[config.mk]
export PLATFORM = sky130hd
export DESIGN_NAME = if_id_stage
export DESIGN_NICKNAME = d
export VERILOG_FILES = /design/src/rtl/if_id_stage.sv
export SDC_FILE = /design/constraint.sdc
export NUM_CORES = 1
export LEC_CHECK = 0
export ABC_AREA = 1
export CORE_MARGIN = 2
export CORE_UTILIZATION = 52
export DETAILED_ROUTE_END_ITERATION = 10
export HOLD_SLACK_MARGIN = 0.12
export PLACE_DENSITY = 0.91
export SLEW_MARGIN = 30
export SYNTH_ARGS = -nofsm -noshare
export SYNTH_HDL_FRONTEND = slang
export SYNTH_SLANG_ARGS = --single-unit
[constraint.sdc]
create_clock -name clk -period 5.1 [get_ports clk]
set_clock_uncertainty 0.2 [all_clocks]
set_input_delay 1.02 -clock clk [delete_from_list [all_inputs] [get_ports clk]]
set_output_delay 1.02 -clock clk [all_outputs]
set_load 0.01 [all_outputs]
[src/rtl/if_id_stage.sv]
`default_nettype none
// ============================================================================
// Module      : if_id_stage
// Description : IF/ID pipeline register for the 16-bit five-stage CPU.
//               Holds the fetched PC+2 and instruction. Detects load-use
//               hazards against EX and handles taken-branch flushes. Drives
//               the PC write enable and the ID/EX bubble request. Runs the
//               RUN/HALT machine for HLT and keeps saturating stall and
//               flush counters.
// Revision    : 1.0 - initial release
// ============================================================================
module if_id_stage #(
  parameter logic [15:0] NOP_INSTR = 16'h0000,
  parameter logic [3:0]  OPC_LW    = 4'h8,
  parameter logic [3:0]  OPC_SW    = 4'h9,
  parameter logic [3:0]  OPC_HLT   = 4'hF
) (
  input  logic        clk,
  input  logic        rst,            // asynchronous, active-low
  input  logic [15:0] pc_new,
  input  logic [15:0] instr_new,
  input  logic        idex_memtoreg,
  input  logic [3:0]  idex_rd,
  input  logic        branch_taken,
  output logic [15:0] pc_current,
  output logic [15:0] instr_current,
  output logic        valid_current,
  output logic        pc_wen,
  output logic        idex_bubble,
  output logic        halted,
  output logic [15:0] stall_count,
  output logic [15:0] flush_count
);

  // Opcodes that change which instruction fields are register sources
  localparam logic [3:0]  c_opc_llb = 4'hA;
  localparam logic [3:0]  c_opc_lhb = 4'hB;
  localparam logic [3:0]  c_opc_b   = 4'hC;
  localparam logic [15:0] c_cnt_max = 16'hFFFF;

  typedef enum logic [0:0] {
    ST_RUN  = 1'b0,
    ST_HALT = 1'b1
  } state_t;

  state_t      r_state;
  state_t      w_state_next;

  logic [15:0] r_pc;
  logic [15:0] r_instr;
  logic        r_valid;
  logic [15:0] r_stall_cnt;
  logic [15:0] r_flush_cnt;

  logic [15:0] w_pc_next;
  logic [15:0] w_instr_next;
  logic        w_valid_next;
  logic        w_pc_wen;
  logic        w_idex_bubble;
  logic        w_stall_inc;
  logic        w_flush_inc;

  logic [3:0]  w_op;
  logic [3:0]  w_src_hi;
  logic [3:0]  w_src_rs;
  logic [3:0]  w_src_rt;
  logic        w_use_hi;
  logic        w_use_rs;
  logic        w_use_rt;
  logic        w_hazard;

  // Source-register decode of the instruction currently held in IF/ID
  always_comb begin
    w_op     = r_instr[15:12];
    w_src_hi = r_instr[11:8];
    w_src_rs = r_instr[7:4];
    w_src_rt = r_instr[3:0];
    // LLB/LHB carry an immediate in [7:0]; B carries condition/offset there
    w_use_rs = (w_op != c_opc_llb) && (w_op != c_opc_lhb) && (w_op != c_opc_b);
    // Register-register ALU ops read the second operand from [3:0]
    w_use_rt = (w_op[3] == 1'b0);
    // SW reads its data register from [11:8]; LLB/LHB read-modify-write it.
    // LW names its destination there, so it must never count as a source.
    w_use_hi = ((w_op == OPC_SW) || (w_op == c_opc_llb) || (w_op == c_opc_lhb))
               && (w_op != OPC_LW);
    w_hazard = r_valid && idex_memtoreg && (idex_rd != 4'd0) &&
               ((w_use_rs && (w_src_rs == idex_rd)) ||
                (w_use_rt && (w_src_rt == idex_rd)) ||
                (w_use_hi && (w_src_hi == idex_rd)));
  end

  // Next-state and pipeline control: HALT > hazard > HLT entry > flush > normal
  always_comb begin
    w_state_next  = r_state;
    w_pc_wen      = 1'b1;
    w_idex_bubble = 1'b0;
    w_pc_next     = r_pc;
    w_instr_next  = r_instr;
    w_valid_next  = r_valid;
    w_stall_inc   = 1'b0;
    w_flush_inc   = 1'b0;
    case (r_state)
      ST_HALT: begin
        // Frozen: IF/ID already holds the bubble, only reset leaves here
        w_pc_wen      = 1'b0;
        w_idex_bubble = 1'b1;
      end
      ST_RUN: begin
        if (w_hazard) begin
          // Hold fetch and IF/ID; the load moves to MEM and clears this
          w_pc_wen      = 1'b0;
          w_idex_bubble = 1'b1;
          w_stall_inc   = 1'b1;
        end else if (r_valid && (w_op == OPC_HLT)) begin
          // HLT itself flows into ID/EX; nothing fetched behind it survives
          w_pc_wen     = 1'b0;
          w_instr_next = NOP_INSTR;
          w_valid_next = 1'b0;
          w_state_next = ST_HALT;
        end else if (r_valid && branch_taken) begin
          // Squash the wrong-path instruction fetched behind the branch
          w_pc_next    = pc_new;
          w_instr_next = NOP_INSTR;
          w_valid_next = 1'b0;
          w_flush_inc  = 1'b1;
        end else begin
          w_pc_next    = pc_new;
          w_instr_next = instr_new;
          w_valid_next = 1'b1;
        end
      end
    endcase
  end

  // State register
  always_ff @(posedge clk or negedge rst) begin
    if (!rst) begin
      r_state <= ST_RUN;
    end else begin
      r_state <= w_state_next;
    end
  end

  // IF/ID pipeline register
  always_ff @(posedge clk or negedge rst) begin
    if (!rst) begin
      r_pc    <= 16'd0;
      r_instr <= NOP_INSTR;
      r_valid <= 1'b0;
    end else begin
      r_pc    <= w_pc_next;
      r_instr <= w_instr_next;
      r_valid <= w_valid_next;
    end
  end

  // Saturating performance counters
  always_ff @(posedge clk or negedge rst) begin
    if (!rst) begin
      r_stall_cnt <= 16'd0;
      r_flush_cnt <= 16'd0;
    end else begin
      if (w_stall_inc && (r_stall_cnt != c_cnt_max)) begin
        r_stall_cnt <= r_stall_cnt + 16'd1;
      end
      if (w_flush_inc && (r_flush_cnt != c_cnt_max)) begin
        r_flush_cnt <= r_flush_cnt + 16'd1;
      end
    end
  end

  assign pc_current    = r_pc;
  assign instr_current = r_instr;
  assign valid_current = r_valid;
  assign pc_wen        = w_pc_wen;
  assign idex_bubble   = w_idex_bubble;
  assign halted        = (r_state == ST_HALT);
  assign stall_count   = r_stall_cnt;
  assign flush_count   = r_flush_cnt;

endmodule
`default_nettype wire
# After elaboration in Yosys (flattened, before gate mapping)

Index checks and enable logic that the tools add are counted.

Logic and storage cells: 62
Input port bits: 40
Register bits: 66

Bitwise logic cells: 4
Equal/unequal tests: 13
Muxes and demuxes: 17
Add/subtract/negate cells: 2
Reduce and logical (&&, ||, !) cells: 20

Operators by type and width:

| kind                    | count |
|---|---|
| $add A16 B1 Y16 const B | 2 |
| $mux W16                | 2 |
| $ne A16 B16 Y1 const B  | 2 |
| $eq A4 B4 Y1 const B    | 4 |
| $ne A4 B4 Y1 const B    | 4 |
| $logic_and A1 B1 Y1     | 13 |
| $mux W1                 | 13 |
| $eq A4 B4 Y1            | 3 |
| $logic_or A1 B1 Y1      | 4 |
| $not A1 Y1              | 4 |
| $pmux W1 S2             | 2 |
| $reduce_bool A4 Y1      | 1 |
| $reduce_and A3 Y1       | 1 |
| $reduce_and A2 Y1       | 1 |

# Longest topological paths before layout

Depth in word-level cells: 10
Depth in mapped cells: 12
Depth with buffers taken out: 11

# Worst setup path after synthesis

Ideal clock, no wire load.

Path type: input -> output
From: in idex_rd[1]
To: out pc_wen
Arrival time: 1883 ps
Stages: 10
Buffers on the path: 1
Path slack: 1997 ps
Cells stage by stage: inv_2 > nand2_1 > nand2_1 > nor2_1 > nand3_1 > nand3_4 > nand2_4 > nand2_4 > inv_2 > buf_6

Longest elaborated chain between the ends: 7
Elaborated cells between the ends (all ways): 13

RTL lines:

| what                                          | RTL line | source |
|---|---|---|
| start: declaration                            | 23       | `input logic [3:0] idex_rd,` |
| $eq A4 B4 Y1, on equally long branches        | 87, 88   |  |
| $logic_and A1 B1 Y1, on equally long branches | 87, 88   |  |
| $logic_or A1 B1 Y1                            | 87       | `((w_use_rs && (w_src_rs == idex_rd)) \|\|` |
| $logic_or A1 B1 Y1                            | 88       | `(w_use_rt && (w_src_rt == idex_rd)) \|\|` |
| $logic_and A1 B1 Y1 *                         | 86       | `w_hazard = r_valid && idex_memtoreg && (idex_rd != 4'd0) &&` |
| $mux W1 *                                     | 109      | `if (w_hazard) begin` |
| $pmux W1 S2 *                                 | 102      | `case (r_state)` |
| end: declaration                              | 28       | `output logic pc_wen,` |

Mark *: on every way between the ends. The rest lies on a longest branch, timed or not.

# Worst setup path after layout

Same ends and word-level chain as after synthesis.

==> flow_summary.ini <==
[global_routing]
antenna_found_initial = 0
grt_first_pass_wirelength_um = 16000
grt_pass1_vias = 3456
gr-usage-all-layers_pct = 26.4
grt_start_max_net_pins = 41
gr-total-overflow = 0

[die]
ios = 108
start_util_pct = 54.1
core_mm2 = 0.00683
die_height_um = 88.3
die-area_mm2 = 0.00780
row_count = 30
die_w_um = 88.3

[timing]
max_freq_mhz = 229
whs_ps = 283
worst_slack_ps = 733
final_max_slew_viol_count = 0
slew_headroom_pct = 59.1
final_hold_viol_count = 0
finalCritPeriodShare_pct = 85.6
finalSetupTns_ps = 0
worst_pin_slew_ps = 613
setup_viol = 0
period_needed_ps = 4370
rsz0062_at_grt = no

[cells_and_area]
stdcell_count = 701
fin_nets = 642
area_growth_pct = 36.0
postLayoutCellArea_mm2 = 0.00502
diodes = 0
postLayoutCoreUtil_pct = 73.5
drive_gt1_share_pct = 7.27

[power]
p_int_mw = 0.844
p_seq_share_pct = 48.0
clkPwrFrac_pct = 46.8
power_density_mw_per_mm2 = 217
p_total_mw = 1.09
pwr-share-comb_pct = 5.2
vdd_drop_max_mv = 0.143
power_switching_mw = 0.245
swShare_pct = 22.5
p_leak_nw = 2.40

[placed_design]
dp_cells = 685
pre_cts_ws_ps = 761
placed_area_mm2 = 0.00479
port_buffers = 107
routabilityCongestion = 0.872
hpwl_um = 6800

[synth]
synth_top_area_cell = dfrtp_1
synth_edf_count = 0
ys_seq_area_share_pct = 44.7
synth-compound-area-share_pct = 3.22
synth_top_family_by_area = simple AND/OR/NAND/NOR gates
synth_top_area_share_pct = 44.7
synth-xor-area-share_pct = 4.50
synth-main-ff-cell = dfrtp_1
yosysUniqueCellTypes = 30
netlist_area_mm2 = 0.00369
synth_cells = 493
ys_seq_elements = 66
synth-simple-area-share_pct = 38.9
postSynthAreaPerCell_um2 = 7.49
synth_warnings = 0
synth.most_common_cell = nand2_1
ys_async_sr_fraction_pct = 100
yosys.area_share.adder_pct = 0.677
ys_top_cells_by_count = nand2_1 (208), dfrtp_1 (66), inv_1 (43), nand3_1 (36), nor2_1 (34)
synthMuxAreaShare_pct = 0
synth.area.top_cells = dfrtp_1 (45%), nand2_1 (21%), nand3_1 (4.9%)
synthesis.nets = 535

[clock_tree]
cts_tree = yes
clk_pin_slew_worst_paths_ps = 70
cts_buffer_depth = 2
cts_buffers = 9
cts_setup_buffers = 0
postCtsResizedCells = 0
htree_levels = 3
clk-insertion-delay-late_ps = 350
cts_hold_buf = 0
cts_root_buffer = clkbuf_8
clock_sinks = 66

[drt]
drcViolationCount = 0
ant_nets = 0
vias = 3605
drt-initial-drc-count = 289
wire_per_inst_um = 13.7
finalWirelength_um = 9640
drt_pre_antenna_iters = 5
via_per_inst = 5.14

[critical_path]
reg2reg_from = instr_current[15]
cp.required_ps = 3880
worst-path-max-fanout = 18
crit_path_cell_trace = clkdlybuf4s50_1 > inv_2 > nand2_1 > nand2_1 > nor2_1 > nand3_1 > nand3_4 > nand2_4 > nand2_4 > inv_2 > clkdlybuf4s50_1
slowest_delay_ps = 590
startpoint = idex_rd[1]
worstSetupEndpointType = output port
crit_type = in -> out
start_kind = input port
arrival_ps = 3150
critPathSlowestCell = clkdlybuf4s50_1

[run_status]
status = completed

[run]
max_cap_violations = 0

[hold_path]
min_from = pc_current[9]
hp-class = reg -> reg
[path summary, 6_finish.rpt]
check,to,slack [ps],cells past startpoint
min in group asynchronous,instr_current[5],430,1
setup / recovery,pc_wen,730,11
setup reg to reg,instr_current[0],2930,11
hold reg to reg,pc_current[9],280,2
hold / removal,pc_current[9],280,2
max in group asynchronous,flush_count[9],3500,2
[power by group through the flow]
stage,Combinational (mW),Clock (mW),Sequential (mW)
global placement,0.0560,0,0.533
finish,0.0567,0.510,0.523
CTS,0.0571,0.513,0.523
global route,0.0624,0.536,0.523
floorplan,0.0123,0,0.533
detailed placement,0.0566,0,0.533
[cells by family (layout without fill, tap and decap cells)]
logic type | Yosys count | in the layout
compound gates | 19 | 19
xor+xnor | 19 | 19
fa+ha+maj | 2 | 2
buf+inv | 63 | 175
flops | 66 | 66
simple gates | 324 | 324
[routing by layer]
| metal | up-vias | routed length [um] | GRT usage, % |
|---|---|---|---|
| li1 | 1774 | - | - |
| met1 | 1695 | 4050 | 33.0 |
| met2 | 116 | 4860 | 45.6 |
| met3 | 20 | 573 | 6.16 |
| met4 | 0 | 154 | 7.99 |
| met5 | - | 0 | 0 |
[final cells by class]
class,instances,area [um2]
Inverter,48,180
Fill cell,522,1810
Timing Repair Buffer,111,1100
Multi-Input combinational cell,364,1750
Clock inverter,6,88.8
Sequential cell,66,1650
Tap cell,96,120
Clock buffer,10,138
[sequential cells by signal, summed over array words and instances (netlist names)]
register,cells
flush_count,16
halted,1
instr_current,16
pc_current,16
stall_count,16
valid_current,1
[critical path: cells and delay by family]
family,cells,cell delay [ps]
buffers and inverters,4,1450
AND/OR/NAND/NOR,7,670
[cells in the final DEF (no fill, tap or decap), types with 8 or more instances in the layout]
master,count
nand4_1,20
clkdlybuf4s50_1,106
dfrtp_1,66
xor2_1,8
clkbuf_8,10
o21ai_0,17
inv_1,43
xnor2_1,11
nand2_1,208
nor2_1,34
nand3_1,36
(Power assumes the default switching activity.)
